File: config.mk
export PLATFORM = sky130hd
export DESIGN_NAME = p405s_mac_addopnd_seq
export DESIGN_NICKNAME = d
export VERILOG_FILES = /design/src/rtl/p405s_mac_addopnd_seq.sv
export SDC_FILE = /design/constraint.sdc
export NUM_CORES = 1
export LEC_CHECK = 0
export ABC_AREA = 1
export CORE_MARGIN = 2
export CORE_UTILIZATION = 45
export CTS_CLUSTER_DIAMETER = 120
export DETAILED_ROUTE_END_ITERATION = 12
export PLACE_DENSITY = 0.81
export SYNTH_ARGS = -nofsm -noshare
export SYNTH_HDL_FRONTEND = slang
export SYNTH_SLANG_ARGS = --single-unit
File: constraint.sdc
create_clock -name cb -period 2 [get_ports cb]
set_input_delay 0.3 -clock cb [delete_from_list [all_inputs] [get_ports cb]]
set_output_delay 0.3 -clock cb [all_outputs]
set_load 0.05 [all_outputs]
File: src/rtl/p405s_mac_addopnd_seq.sv
// Operand sequencer for the MAC/ADD path. It drives a shared 32-bit carry-predict adder.
// An ADD takes one pass through the adder; a MAC takes two, and the second pass adds the accumulator.
module p405s_mac_addopnd_seq (
    input  logic        cb,
    input  logic        rst_n,
    input  logic        req_vld,
    output logic        req_rdy,
    input  logic        req_op,
    input  logic [31:0] req_x,
    input  logic [31:0] req_y,
    input  logic        acc_clr,
    output logic [31:0] add_a,
    output logic [31:0] add_b,
    input  logic [31:0] add_sum,
    input  logic [7:0]  add_cp,
    output logic        res_vld,
    input  logic        res_rdy,
    output logic [31:0] res_sum,
    output logic [7:0]  res_cp,
    output logic [31:0] acc,
    output logic        busy
);

    // state | meaning
    // IDLE  | waiting for a request, req_rdy high
    // P1    | first adder pass (ADD result, or MAC product reduction)
    // P2    | MAC second pass: product + accumulator
    // HOLD  | result presented until res_rdy
    typedef enum logic [1:0] {
        IDLE = 2'd0,
        P1   = 2'd1,
        P2   = 2'd2,
        HOLD = 2'd3
    } state_t;

    localparam logic OP_ADD = 1'b0;

    state_t state;
    logic   op;

    always_ff @(posedge cb or negedge rst_n) begin
        if (!rst_n) begin
            state   <= IDLE;
            op      <= OP_ADD;
            add_a   <= '0;
            add_b   <= '0;
            res_sum <= '0;
            res_cp  <= '0;
            acc     <= '0;
            req_rdy <= 1'b1;
            res_vld <= 1'b0;
            busy    <= 1'b0;
        end else begin
            if (acc_clr)
                acc <= '0;
            case (state)
                IDLE: begin
                    if (req_vld) begin
                        add_a   <= req_x;
                        add_b   <= req_y;
                        op      <= req_op;
                        state   <= P1;
                        req_rdy <= 1'b0;
                        busy    <= 1'b1;
                    end
                end
                P1: begin
                    if (op == OP_ADD) begin
                        res_sum <= add_sum;
                        res_cp  <= add_cp;
                        res_vld <= 1'b1;
                        state   <= HOLD;
                    end else begin
                        // A clear landing here must also zero the second-pass addend.
                        add_a <= add_sum;
                        add_b <= acc_clr ? 32'd0 : acc;
                        state <= P2;
                    end
                end
                P2: begin
                    res_sum <= add_sum;
                    res_cp  <= add_cp;
                    if (!acc_clr)
                        acc <= add_sum;
                    res_vld <= 1'b1;
                    state   <= HOLD;
                end
                HOLD: begin
                    if (res_rdy) begin
                        res_vld <= 1'b0;
                        busy    <= 1'b0;
                        req_rdy <= 1'b1;
                        state   <= IDLE;
                    end
                end
                default: begin
                    res_vld <= 1'b0;
                    busy    <= 1'b0;
                    req_rdy <= 1'b1;
                    state   <= IDLE;
                end
            endcase
        end
    end

endmodule

======== After elaboration in Yosys (flattened, before gate mapping) ========
Cells that the tools add are included.
operators by class
  equal/unequal tests ..................... 7
  reduce and logical (&&, ||, !) cells .... 11
  $add $sub $neg .......................... 0
  muxes and demuxes ....................... 25
  multiply operators ...................... 0
  bitwise gates (word level) .............. 0
  divide/modulo/power cells ............... 0
  magnitude comparators ................... 0
  shift-type cells ........................ 0
operators by type and width
  kind                  number
  $mux W32              8
  $pmux W32 S2          3
  $pmux W8 S2           1
  $reduce_and A3 Y1     3
  $mux W8               1
  $ne A2 B2 Y1 const B  4
  $pmux W2 S4           1
  $mux W1               6
  $reduce_and A2 Y1     3
  $reduce_bool A2 Y1    3
  $eq A2 B2 Y1 const B  2
  $mux W2               2
  $pmux W1 S2           2
  $pmux W1 S3           1
  $reduce_bool A3 Y1    1
  $eq A2 B1 Y1 const B  1
  $logic_not A2 Y1      1
storage, ports and cells
  bits in latches ......................... 0
  RAM bits ................................ 0
  register bits ........................... 142
  memories ................................ 0
  ROM bits ................................ 0

======== Longest topological paths before layout ========
  depth in word-level cells ............... 3
  gate-level depth with buffers ........... 9
  mapped depth without buffers ............ 8

======== Worst setup path after synthesis ========
Ideal clock, no wire load.
  kind .................................... register -> register
  start ................................... register state[0]
  end ..................................... register add_b[23]
  data arrival time ....................... 1.338 ns
  clock period less this slack ............ 1.456 ns
  slack ................................... 0.544 ns
  path buffers ............................ 2
  stages on the path, launching flop included .. 9
  cells stage by stage .................... dfrtp_1 inv_1 ha_1 nand2_1 nand2_4 buf_12 buf_12 nand3_1 nand2_1
between the ends
  longest elaborated chain between the ends .. 3
ends and longest elaborated chain
  item                                                          line  source
  start, declared                                               38    state_t state;
  start signal, assigned                                        43    state <= IDLE;
  start signal, assigned                                        62    state <= P1;
  start signal, assigned                                        72    state <= HOLD;
  $eq A2 B1 Y1 or $logic_not A2 Y1 (tied branches)              56    case (state)
  $ne A2 B2 Y1 (no line) or $reduce_bool A2 Y1 (tied branches)  n/a
  $reduce_and A3 Y1 (no line)                                   n/a
  end signal, assigned                                          60    add_b <= req_y;
  end signal, assigned                                          76    add_b <= acc_clr ? 32'd0 : acc;
  end, declared                                                 13    output logic [31:0] add_b,
Parallel ways exist; a longest one is shown, timed or not.
A chain may end at the register's enable or synchronous reset.

======== Worst setup path in the final report ========
  start ................................... register acc[9]
  end ..................................... output acc[9]
RTL lines
  item                    line  source
  start, declared         20    output logic [31:0] acc,
  start signal, assigned  84    acc <= add_sum;
No word-level cell between the ends.

==> impl_metrics.sql <==
INSERT INTO impl_metrics (metric_group, metric, value, unit) VALUES
('synth', 'netlist_area', '6790', 'um2'),
('finish', 'num-nets-final', '1204', ''),
('drt', 'routed-via-count', '6702', ''),
('drt', 'drt_first_iter_violations', '626', ''),
('sta', 'rsz0062_at_grt', 'no', ''),
('sta', 'timing.setup.tns', '0', 'ns'),
('finish', 'final_core_utilization', '68.3', '%'),
('drt', 'routed_via_density', '5.22', ''),
('sta', 'slew_viol_final', '0', ''),
('floorplan', 'initial_core_util', '46.3', '%'),
('finish', 'stdcell_area', '10000', 'um2'),
('global_routing', 'grt_antenna_before_repair', '0', ''),
('sta', 'worst_pin_slew', '0.569', 'ns'),
('worst_setup_path', 'path_depth', '1', ''),
('floorplan', 'design.die.area', '16100', 'um2'),
('worst_setup_path', 'destination_of_the_worst_register_to_register_timing_path', 'add_a[3]$_DFFE_PN0P_', ''),
('worst_setup_path', 'timing.setup.critical_path_class', 'reg -> out', ''),
('drt', 'route.detailed.drc', '0', ''),
('sta', 'slew_headroom', '61.9', '%'),
('worst_setup_path', 'crit_path_start', 'acc[9]$_DFF_PN0_', ''),
('synth', 'synth_seq_cells', '142', ''),
('pwr', 'total_power', '20200', 'uW'),
('floorplan', 'coreArea', '14600', 'um2'),
('pwr', 'p_clk_share', '17.0', '%'),
('place', 'portBuffers', '248', ''),
('sta', 'final-setup-viol-count', '0', ''),
('place', 'dp.final_hpwl', '15000', 'um'),
('global_routing', 'grt_max_degree', '65', ''),
('synth', 'synth_warnings', '0', ''),
('drt', 'wirelength', '22100', 'um'),
('worst_setup_path', 'timing.critical_path.arrival', '1.65', 'ns'),
('pwr', 'pwr-share-comb', '58.6', '%'),
('global_routing', 'grt_pass1_wl', '34800', 'um'),
('synth', 'ys_seq_area_share', '52.4', '%'),
('worst_setup_path', 'path_cells', 'clkdlybuf4s50_1', ''),
('sta', 'period_share', '97.7', '%'),
('pwr', 'vdd.ir_drop.worst', '1.00', 'mV'),
('worst_setup_path', 'ff2ff_path_depth', '8', ''),
('place', 'placement.cell_area', '9350', 'um2'),
('clock_tree', 'numCtsBuffers', '17', ''),
('sta', 'max_freq', '0.512', 'GHz'),
('global_routing', 'aggregate_global_route_resource_usage', '27.6', '%'),
('worst_setup_path', 'cp_data_required_time', '1.70', 'ns'),
('sta', 'fin_worst_skew', '0.00981', 'ns'),
('worst_setup_path', 'cpLargestDelayFamily', 'buffers and inverters', ''),
('worst_setup_path', 'timing.critical_path.buf_inv', '1', ''),
('place', 'globalplace.congestion', '0.914', ''),
('global_routing', 'first_global_vias', '6435', ''),
('floorplan', 'die-height', '127', 'um'),
('floorplan', 'die_width', '127', 'um'),
('pwr', 'switching_power', '10100', 'uW'),
('worst_setup_path', 'kind_of_start_point_of_the_critical_path', 'flop', ''),
('worst_hold_path', 'path_type_of_the_worst_min_delay_path', 'in -> async', ''),
('worst_setup_path', 'timing.critical_path.to', 'acc[9]', ''),
('pwr', 'static-leakage-power', '0.00500', 'uW'),
('drt', 'drt-pass1-iter-count', '5', ''),
('sta', 'timing_hold_violations_final', '0', ''),
('finish', 'insertedDiodeCount', '0', ''),
('clock_tree', 'clk_pin_slew_worst_paths', '0.06', 'ns'),
('worst_setup_path', 'setup.worst_path.end_class', 'primary output', ''),
('pwr', 'cell_int_power', '10100', 'uW'),
('synth', 'synth_instances', '857', ''),
('worst_setup_path', 'max_stage_delay', '0.86', 'ns'),
('status', 'status', 'finished clean', ''),
('clock_tree', 'post_cts.repair.setup_buffers', '0', ''),
('clock_tree', 'insertion_delay', '0.42', 'ns'),
('synth', 'synth_cell_type_count', '20', ''),
('flow_run', 'max_cap_viol', '0', ''),
('pwr', 'power-per-cell-area', '2020', 'nW/um2'),
('pwr', 'power.share.sequential', '24.4', '%'),
('drt', 'avgRoutedWirePerCell', '17.2', 'um');
## registers in the layout (all words and copies together) (netlist names)
signal / count
add_b: 32
req_rdy: 1
res_vld: 1
res_sum: 32
state: 2
add_a: 32
acc: 32
op: 1
res_cp: 8
busy: 1
## cell usage in the layout (no fill, tap or decap), types with 2 or more instances in the layout
cell type	n
buf_12	6
inv_1	8
o21ai_0	33
clkinv_2	2
a21oi_1	2
dlymetal6s2s_1	5
nand3_1	169
buf_4	21
nand2_1	422
clkinvlp_4	3
nand2_2	2
clkbuf_16	17
inv_2	2
dfrtp_1	141
ha_1	5
nand3_2	4
clkdlybuf4s50_1	241
nand2_4	3
bufinv_16	5
## per-stage QoR
stage | instances | setup WS (ns)
after global placement | 1252 | 0.303
final | 1283 | 0.0463
after floorplan | 857 | 0.544
after global routing | 1283 | 0.00282
after CTS | 1283 | 0.0123
after detailed placement | 1252 | 0.188
## power groups by stage
stage | sequential (uW) | clock [uW] | combinational, uW
after CTS | 4910 | 3480 | 11900
after global routing | 5050 | 3610 | 12600
final | 4920 | 3430 | 11800
after detailed placement | 4910 | 0 | 11900
after floorplan | 8900 | 0 | 4120
after global placement | 4920 | 0 | 11600
## cell families (layout without fill, tap and decap cells)
family | after synthesis | count (layout) | synth area share (%)
AO/OA/AOI/OAI | 35 | 35 | 2.58
buffers and inverters | 73 | 315 | 6.80
adder cells (fa/ha/maj) | 6 | 6 | 1.11
AND/OR/NAND/NOR | 601 | 601 | 37.1
flip-flops | 142 | 142 | 52.4
## worst min-delay path by stage
| stage | from | cells after the start | slack [ns] | endpoint |
|---|---|---|---|---|
| detailed placement | rst_n | 1 | 0.25 | res_cp[7]$_DFFE_PN0P_ |
| CTS | rst_n | 2 | 0.37 | res_cp[6]$_DFFE_PN0P_ |
| global placement | rst_n | 1 | 0.25 | res_cp[6]$_DFFE_PN0P_ |
| global route | rst_n | 2 | 0.40 | res_cp[7]$_DFFE_PN0P_ |
| finish | rst_n | 2 | 0.38 | res_cp[7]$_DFFE_PN0P_ |
| floorplan | rst_n | 0 | 0.004 | acc[0]$_DFF_PN0_ |
## routing by layer
layer,vias up,wire length (um),GRT usage [%]
met5,-,0,0
met4,0,724,11.4
met3,48,1720,6.37
met2,317,10400,43.4
met1,3136,9330,37.1
li1,3201,-,-
## cell usage after synthesis
master | number | share of area [%]
nand3_1 | 169 | 12
clkbuf_1 | 11 | 0.61
inv_2 | 1 | 0.055
nand2_1 | 422 | 23
dfstp_2 | 1 | 0.39
buf_8 | 3 | 0.66
nand2_4 | 3 | 0.50
buf_4 | 8 | 0.88
nand3_2 | 4 | 0.59
ha_1 | 6 | 1.1
a21oi_1 | 2 | 0.15
o21ai_0 | 33 | 2.4
inv_1 | 8 | 0.44
dfrtp_1 | 141 | 52
buf_6 | 2 | 0.33
nor2_1 | 1 | 0.055
buf_2 | 35 | 2.6
buf_12 | 4 | 1.2
nand2_2 | 2 | 0.18
clkinv_1 | 1 | 0.055
## layout make-up
cell class,instances,area (um2)
Inverter,10,37.5
Sequential cell,142,3550
Fill cell,1209,4640
Clock buffer,19,443
Multi-Input combinational cell,642,2770
Timing Repair Buffer,275,2770
Tap cell,184,230
Clock inverter,11,191
## timing repair
item                       CTS  global route
hold buffers                 1             0
hold endpoints to repair    40             0
setup endpoints to repair    0             5
gates resized for setup      0             5
Note: power is estimated with default switching activity, not from simulation.
